### src/rtl/cbus_rr_arbiter.sv
// -----------------------------------------------------------------------------
// cbus_pkg / cbus_rr_arbiter
//
// Round-robin arbiter that merges NUM_INPUTS cache-bus masters (index 0 =
// I-side converter, index 1 = D-side converter) onto one memory-side port.
// A master owns the port for a whole transaction, burst beats included, and
// priority rotates past the owner when its transaction completes.
//
// Ports
//   clk     in   system clock, all state changes on posedge
//   resetn  in   synchronous active-low reset
//   ireqs   in   per-master requests  {valid,is_write,size,addr,strobe,data,len}
//   iresps  out  per-master responses {ready,last,data}
//   oreq    out  request to the memory/AXI side
//   oresp   in   response from the memory/AXI side
// -----------------------------------------------------------------------------
package cbus_pkg;

    typedef struct packed {
        logic        valid;
        logic        is_write;
        logic [2:0]  size;
        logic [31:0] addr;
        logic [3:0]  strobe;
        logic [31:0] data;
        logic [3:0]  len;      // beats - 1
    } cbus_req_t;

    typedef struct packed {
        logic        ready;
        logic        last;
        logic [31:0] data;
    } cbus_resp_t;

endpackage

module cbus_rr_arbiter
    import cbus_pkg::*;
#(
    parameter int NUM_INPUTS = 2
) (
    input  logic                         clk,
    input  logic                         resetn,
    input  cbus_req_t  [NUM_INPUTS-1:0]  ireqs,
    output cbus_resp_t [NUM_INPUTS-1:0]  iresps,
    output cbus_req_t                    oreq,
    input  cbus_resp_t                   oresp
);

    localparam int SEL_W = (NUM_INPUTS > 1) ? $clog2(NUM_INPUTS) : 1;

    typedef enum logic {
        IDLE,
        BUSY
    } state_t;

    state_t             state_reg, state_next;
    logic [SEL_W-1:0]   sel_reg,   sel_next;
    logic [SEL_W-1:0]   prio_reg,  prio_next;

    // Candidate index for each scan position: (prio + gi) mod NUM_INPUTS.
    // The extra bit keeps the sum from overflowing before the wrap.
    logic [SEL_W-1:0]   cand_idx [NUM_INPUTS];

    genvar gi;
    generate
        for (gi = 0; gi < NUM_INPUTS; gi++) begin : g_cand
            logic [SEL_W:0] cand_sum;
            assign cand_sum = {1'b0, prio_reg} + (SEL_W+1)'(gi);
            assign cand_idx[gi] = (cand_sum >= (SEL_W+1)'(NUM_INPUTS))
                                ? SEL_W'(cand_sum - (SEL_W+1)'(NUM_INPUTS))
                                : cand_sum[SEL_W-1:0];
        end
    endgenerate

    // First valid master in scan order. The loop runs from the far end so
    // that the nearest candidate to prio is the last (winning) assignment.
    logic               grant_found;
    logic [SEL_W-1:0]   grant_idx;

    always_comb begin
        grant_found = 1'b0;
        grant_idx   = '0;
        for (int k = NUM_INPUTS - 1; k >= 0; k--) begin
            if (ireqs[cand_idx[k]].valid) begin
                grant_found = 1'b1;
                grant_idx   = cand_idx[k];
            end
        end
    end

    // Owner + 1, wrapped, becomes the next scan start.
    logic [SEL_W:0]     sel_inc;
    logic [SEL_W-1:0]   sel_after;

    assign sel_inc   = {1'b0, sel_reg} + (SEL_W+1)'(1);
    assign sel_after = (sel_inc >= (SEL_W+1)'(NUM_INPUTS)) ? '0 : sel_inc[SEL_W-1:0];

    always_ff @(posedge clk) begin
        if (!resetn) begin
            state_reg <= IDLE;
            sel_reg   <= '0;
            prio_reg  <= '0;
        end else begin
            state_reg <= state_next;
            sel_reg   <= sel_next;
            prio_reg  <= prio_next;
        end
    end

    always_comb begin
        state_next = state_reg;
        sel_next   = sel_reg;
        prio_next  = prio_reg;
        unique case (state_reg)
            IDLE: begin
                if (grant_found) begin
                    sel_next   = grant_idx;
                    state_next = BUSY;
                end
            end
            BUSY: begin
                // Only the final handshake ends ownership; beat counting is
                // left to the master and the memory side.
                if (oresp.ready && oresp.last) begin
                    state_next = IDLE;
                    prio_next  = sel_after;
                end
            end
            default: state_next = IDLE;
        endcase
    end

    // Routing is purely combinational from the registered owner, so the
    // request reaches memory the cycle after arbitration and drops to zero
    // in the same cycle the FSM returns to IDLE.
    assign oreq = (state_reg == BUSY) ? ireqs[sel_reg] : '0;

    generate
        for (gi = 0; gi < NUM_INPUTS; gi++) begin : g_resp
            assign iresps[gi] = (state_reg == BUSY && sel_reg == SEL_W'(gi)) ? oresp : '0;
        end
    endgenerate

    // The owner must keep its request up until the final handshake.
    valid_held: assert property (@(posedge clk) disable iff (!resetn)
                                 (state_reg == BUSY) |-> ireqs[sel_reg].valid);

endmodule

### config.mk
export PLATFORM = sky130hd
export DESIGN_NAME = cbus_rr_arbiter
export DESIGN_NICKNAME = d
export VERILOG_FILES = /design/src/rtl/cbus_rr_arbiter.sv
export SDC_FILE = /design/constraint.sdc
export NUM_CORES = 1
export LEC_CHECK = 0
export ABC_AREA = 1
export CAP_MARGIN = 30
export CORE_AREA = 2 2 130 132
export DETAILED_ROUTE_END_ITERATION = 6
export DIE_AREA = 0 0 132 134
export DONT_BUFFER_PORTS = 1
export GPL_ROUTABILITY_DRIVEN = 0
export PLACE_DENSITY_LB_ADDON = 0.15
export SLEW_MARGIN = 25
export SYNTH_ARGS = -nofsm -noshare
export SYNTH_HDL_FRONTEND = slang
export SYNTH_SLANG_ARGS = --single-unit
export TNS_END_PERCENT = 1
### constraint.sdc
create_clock -name clk -period 1.2 [get_ports clk]
set_input_delay 0.24 -clock clk [delete_from_list [all_inputs] [get_ports clk]]
set_output_delay 0.24 -clock clk [all_outputs]
set_load 0.01 [all_outputs]
==> results <==
- After synthesis, the largest family of logic cells by area is simple AND/OR/NAND/NOR gates.
- The number of distinct library cells after synthesis is 12.
- Using the TritonRoute via totals, the vias-per-cell ratio works out to 3.992.
- Along the worst path, the maximum fanout reaches 44.
- The flow ran to the end, but the final reports show violations.
- The share of layout cells above drive strength 1 is 0.3689.
- The first routing iteration left 79 violations.
- Dividing the final minimum period by the clock period gives 1.222.
- The share of the synthesized area in compound gates (AO/OA/AOI/OAI) came to 0.006006.
- The final reports fail on setup timing.
- The final setup violation count is 146.
- The number of buffers added for setup after CTS is 0.
- Of the total synthesized cell area, the portion taken by XOR and XNOR cells is 0.
- The worst setup path is launched from a register.
- The share of synthesized area in the top cell type comes to 0.3626.
- The total overflow left after global routing is 0.
- Clock tree synthesis inserted a total of 3 buffers.
- After the last flow step, the layout net total stands at 603.
- The mux contribution to synthesized area is 0.
- Between clock sinks in the finished design, the worst skew comes to 0.01099 ns.
- Setup repair after global routing could not meet its margin everywhere.
- From bottom edge to top edge, the die measures 134 µm.
- The final design instance area without fill is 0.002629 mm².
- The number of hold buffers added after CTS was 0.
- The number of global-route vias before repair is 2200.
- Of the total synthesized cell area, the portion taken by AND, OR, NAND and NOR gates is 0.7725.
- The tightest min-delay check is of the in2reg type.
- The slew at the pin closest to its max-slew limit is 0.3434 ns.
- Each instance of the synthesized netlist takes up on average 4.295 µm².
- In this run the standard cell core region covers 0.01629 mm².
- The wire length of the first global-routing pass is 11100 µm.
- For this design the ratio of total power to cell area is 613.6 mW/mm².
- Among all cell types in the netlist, the one instantiated most often is nand2_1.
- The worst min-delay path startpoint is resetn.
- The number of nets handed over by synthesis was 578.
- The die covers 0.01769 mm².
- Of all flip-flops after synthesis, the portion carrying an async set or reset was 0.
- For this run, design rule violations remaining after detail routing come to 0.
- The antenna violation net count after detailed routing is 0.
- Across the run, the number of max-cap violations was 0.
- The post-layout minimum cycle time is 1.467 ns.
- The first-pass iteration count of the detailed router is 4.
- Sorting the synthesized cells by area gives the leading types as nand2_1 (36%), nand3_1 (24%), nor2_1 (16%).
- Counting every sink on the clock net gives 3.
- The cell area that synthesis handed to floorplanning was 0.001667 mm².
- Summing all placed instances gives a cell area of 0.002375 mm².
- The starting density of the core is 0.1023.
- The type of the worst setup path is reg2out.
- The most critical setup path has its startpoint at state_reg$_SDFF_PN0_.
- The wire-length estimate of the detail-placed layout is 6649 µm.
- The number of max-slew violations in the final report is 0.
- Counting flops with a built-in enable in the synthesized netlist gives 0.
- For this design the top-level I/O count stands at 335.
- In this run the number of H-tree levels came out at 1.
- The synthesized-area fraction occupied by adder cells is 0.
- In the final routed layout, each cell accounts on average for 12.84 µm.
- Derived from the worst setup path, the maximum achievable clock frequency is 681.9 MHz.
- The share of the Yosys chip area taken by registers is 0.03604.
- The endpoint required time on the critical path is 0.96 ns.
- The clock latency at the later pin of the worst-skew pair is 0.23 ns.
- In the global route stage, overall resource usage came out at 0.07709.
- From left edge to right edge, the die measures 132 µm.
- After detailed routing, the total wire length is 8114 µm.
- Input and output buffers added on the ports amount to 0.
- The initial antenna violation count is 0.
- The worst setup path is captured at an output pin.
- The final count of hold timing violations is 0.
- From synthesis to final layout, the design area changed by 57.73%.
- Synthesis inferred 3 register bits.
- The highest ir drop seen on vdd is 0.3064 mV.
- The post-route worst setup slack is -0.2666 ns.
- The leading register cell type out of synthesis is dfxtp_1.
- For the worst setup path, the data arrival time is 1.23 ns.
- The commonest cells after synthesis are nand2_1 (161), nand3_1 (80), nor2_1 (70), inv_1 (37), buf_2 (19).
- The cell taking the most area after synthesis is nand2_1.
- The routed layout has 2523 vias.
- The placement row count is 47.
- The total number of yosys warnings is 0.
- Entering global routing, the biggest net connects 45 pins.
- TritonCTS built the clock tree.
- 0 antenna diodes ended up in the layout.
- The post-synthesis cell count is 388.
- After clock tree synthesis, the clock-pin slew on the worst setup and hold paths is 0.04 ns.
- Measured against its own limit, the worst slew margin works out to 0.7711.
- The startpoint of the worst register-to-register path is state_reg$_SDFF_PN0_.
- In this run the deepest clock path goes through 2 buffers.
- Timing analysis after detailed placement gives a worst setup slack of -0.1078 ns.
- The final core area utilization is 0.1614.
- The root buffer cell is clkbuf_16.
- The static leakage is 0.001374 µW.
[critical path, stage by stage (launching register included)]
cell and delay [ns]:
dfxtp_4 0.37, inv_2 0.07, nor2_8 0.14, buf_12 0.23, nand2_1 0.11, nand2_2 0.09
[path summary, 6_finish.rpt]
check,to,slack (ns),cells after the start
setup / recovery,oreq[0],-0.27,5
hold / removal,prio_reg$_SDFFE_PN0P_,0.15,2
setup reg to reg,sel_reg$_SDFFE_PN0P_,-0.04,7
hold reg to reg,prio_reg$_SDFFE_PN0P_,0.48,2
[final cells by class]
class,instances,area (µm²)
fillers,1898,13660
inverters,39,148.9
multi-input cells,314,1573
clock buffers,4,78.83
well taps,220,275.3
repair buffers,52,485.5
flip-flops and latches,3,67.56
[cells in the final DEF, fill, tap and decap left out, types with 2 or more instances in the layout]
master       n
inv_1       37
dfxtp_4      2
buf_6        2
clkbuf_16    3
nand3_1     80
buf_12       7
buf_4       43
nor2_4       9
nand2_2     61
nand2_1    100
nor2_2      22
a21oi_1      2
nor2_1      39
[logic make-up after synthesis]
group | Yosys count
and+or+nand+nor | 312
DFF | 3
AOI/OAI and AO/OA | 2
buffers and inverters | 71
[where the power goes]
group	total, µW	internal [µW]	leakage [µW]	switching, µW
Sequential	117	106	0.0000259	11.5
Clock	549	440	0.0000382	109
Combinational	946	287	0.00131	660
[through the flow]
stage | TNS, ns | std cells | power, µW | hold slack, ns
finish | -32.02 | 632 | 1613 | 0.1475
global route | -41.21 | 632 | 1713 | 0.1617
CTS | -33.77 | 632 | 1618 | 0.1461
detailed placement | -7.080 | 628 | 1013 | 0.3750
global placement | -6.087 | 628 | 1003 | 0.3848
floorplan | -0.3062 | 388 | 800.1 | 0.3642
[timing repair]
action,CTS,global route
endpoints found under the setup margin,147,147
gates cloned,0,0
pin swaps,0,1
gates resized for setup,56,7
[per-layer routing]
layer	GRT usage	share of wire
met1	0.07180	0.34
met2	0.1629	0.56
met3	0.02230	0.088
met4	0.01630	0.016
met5	0	0
No activity file was read; power rests on OpenSTA's default activity.
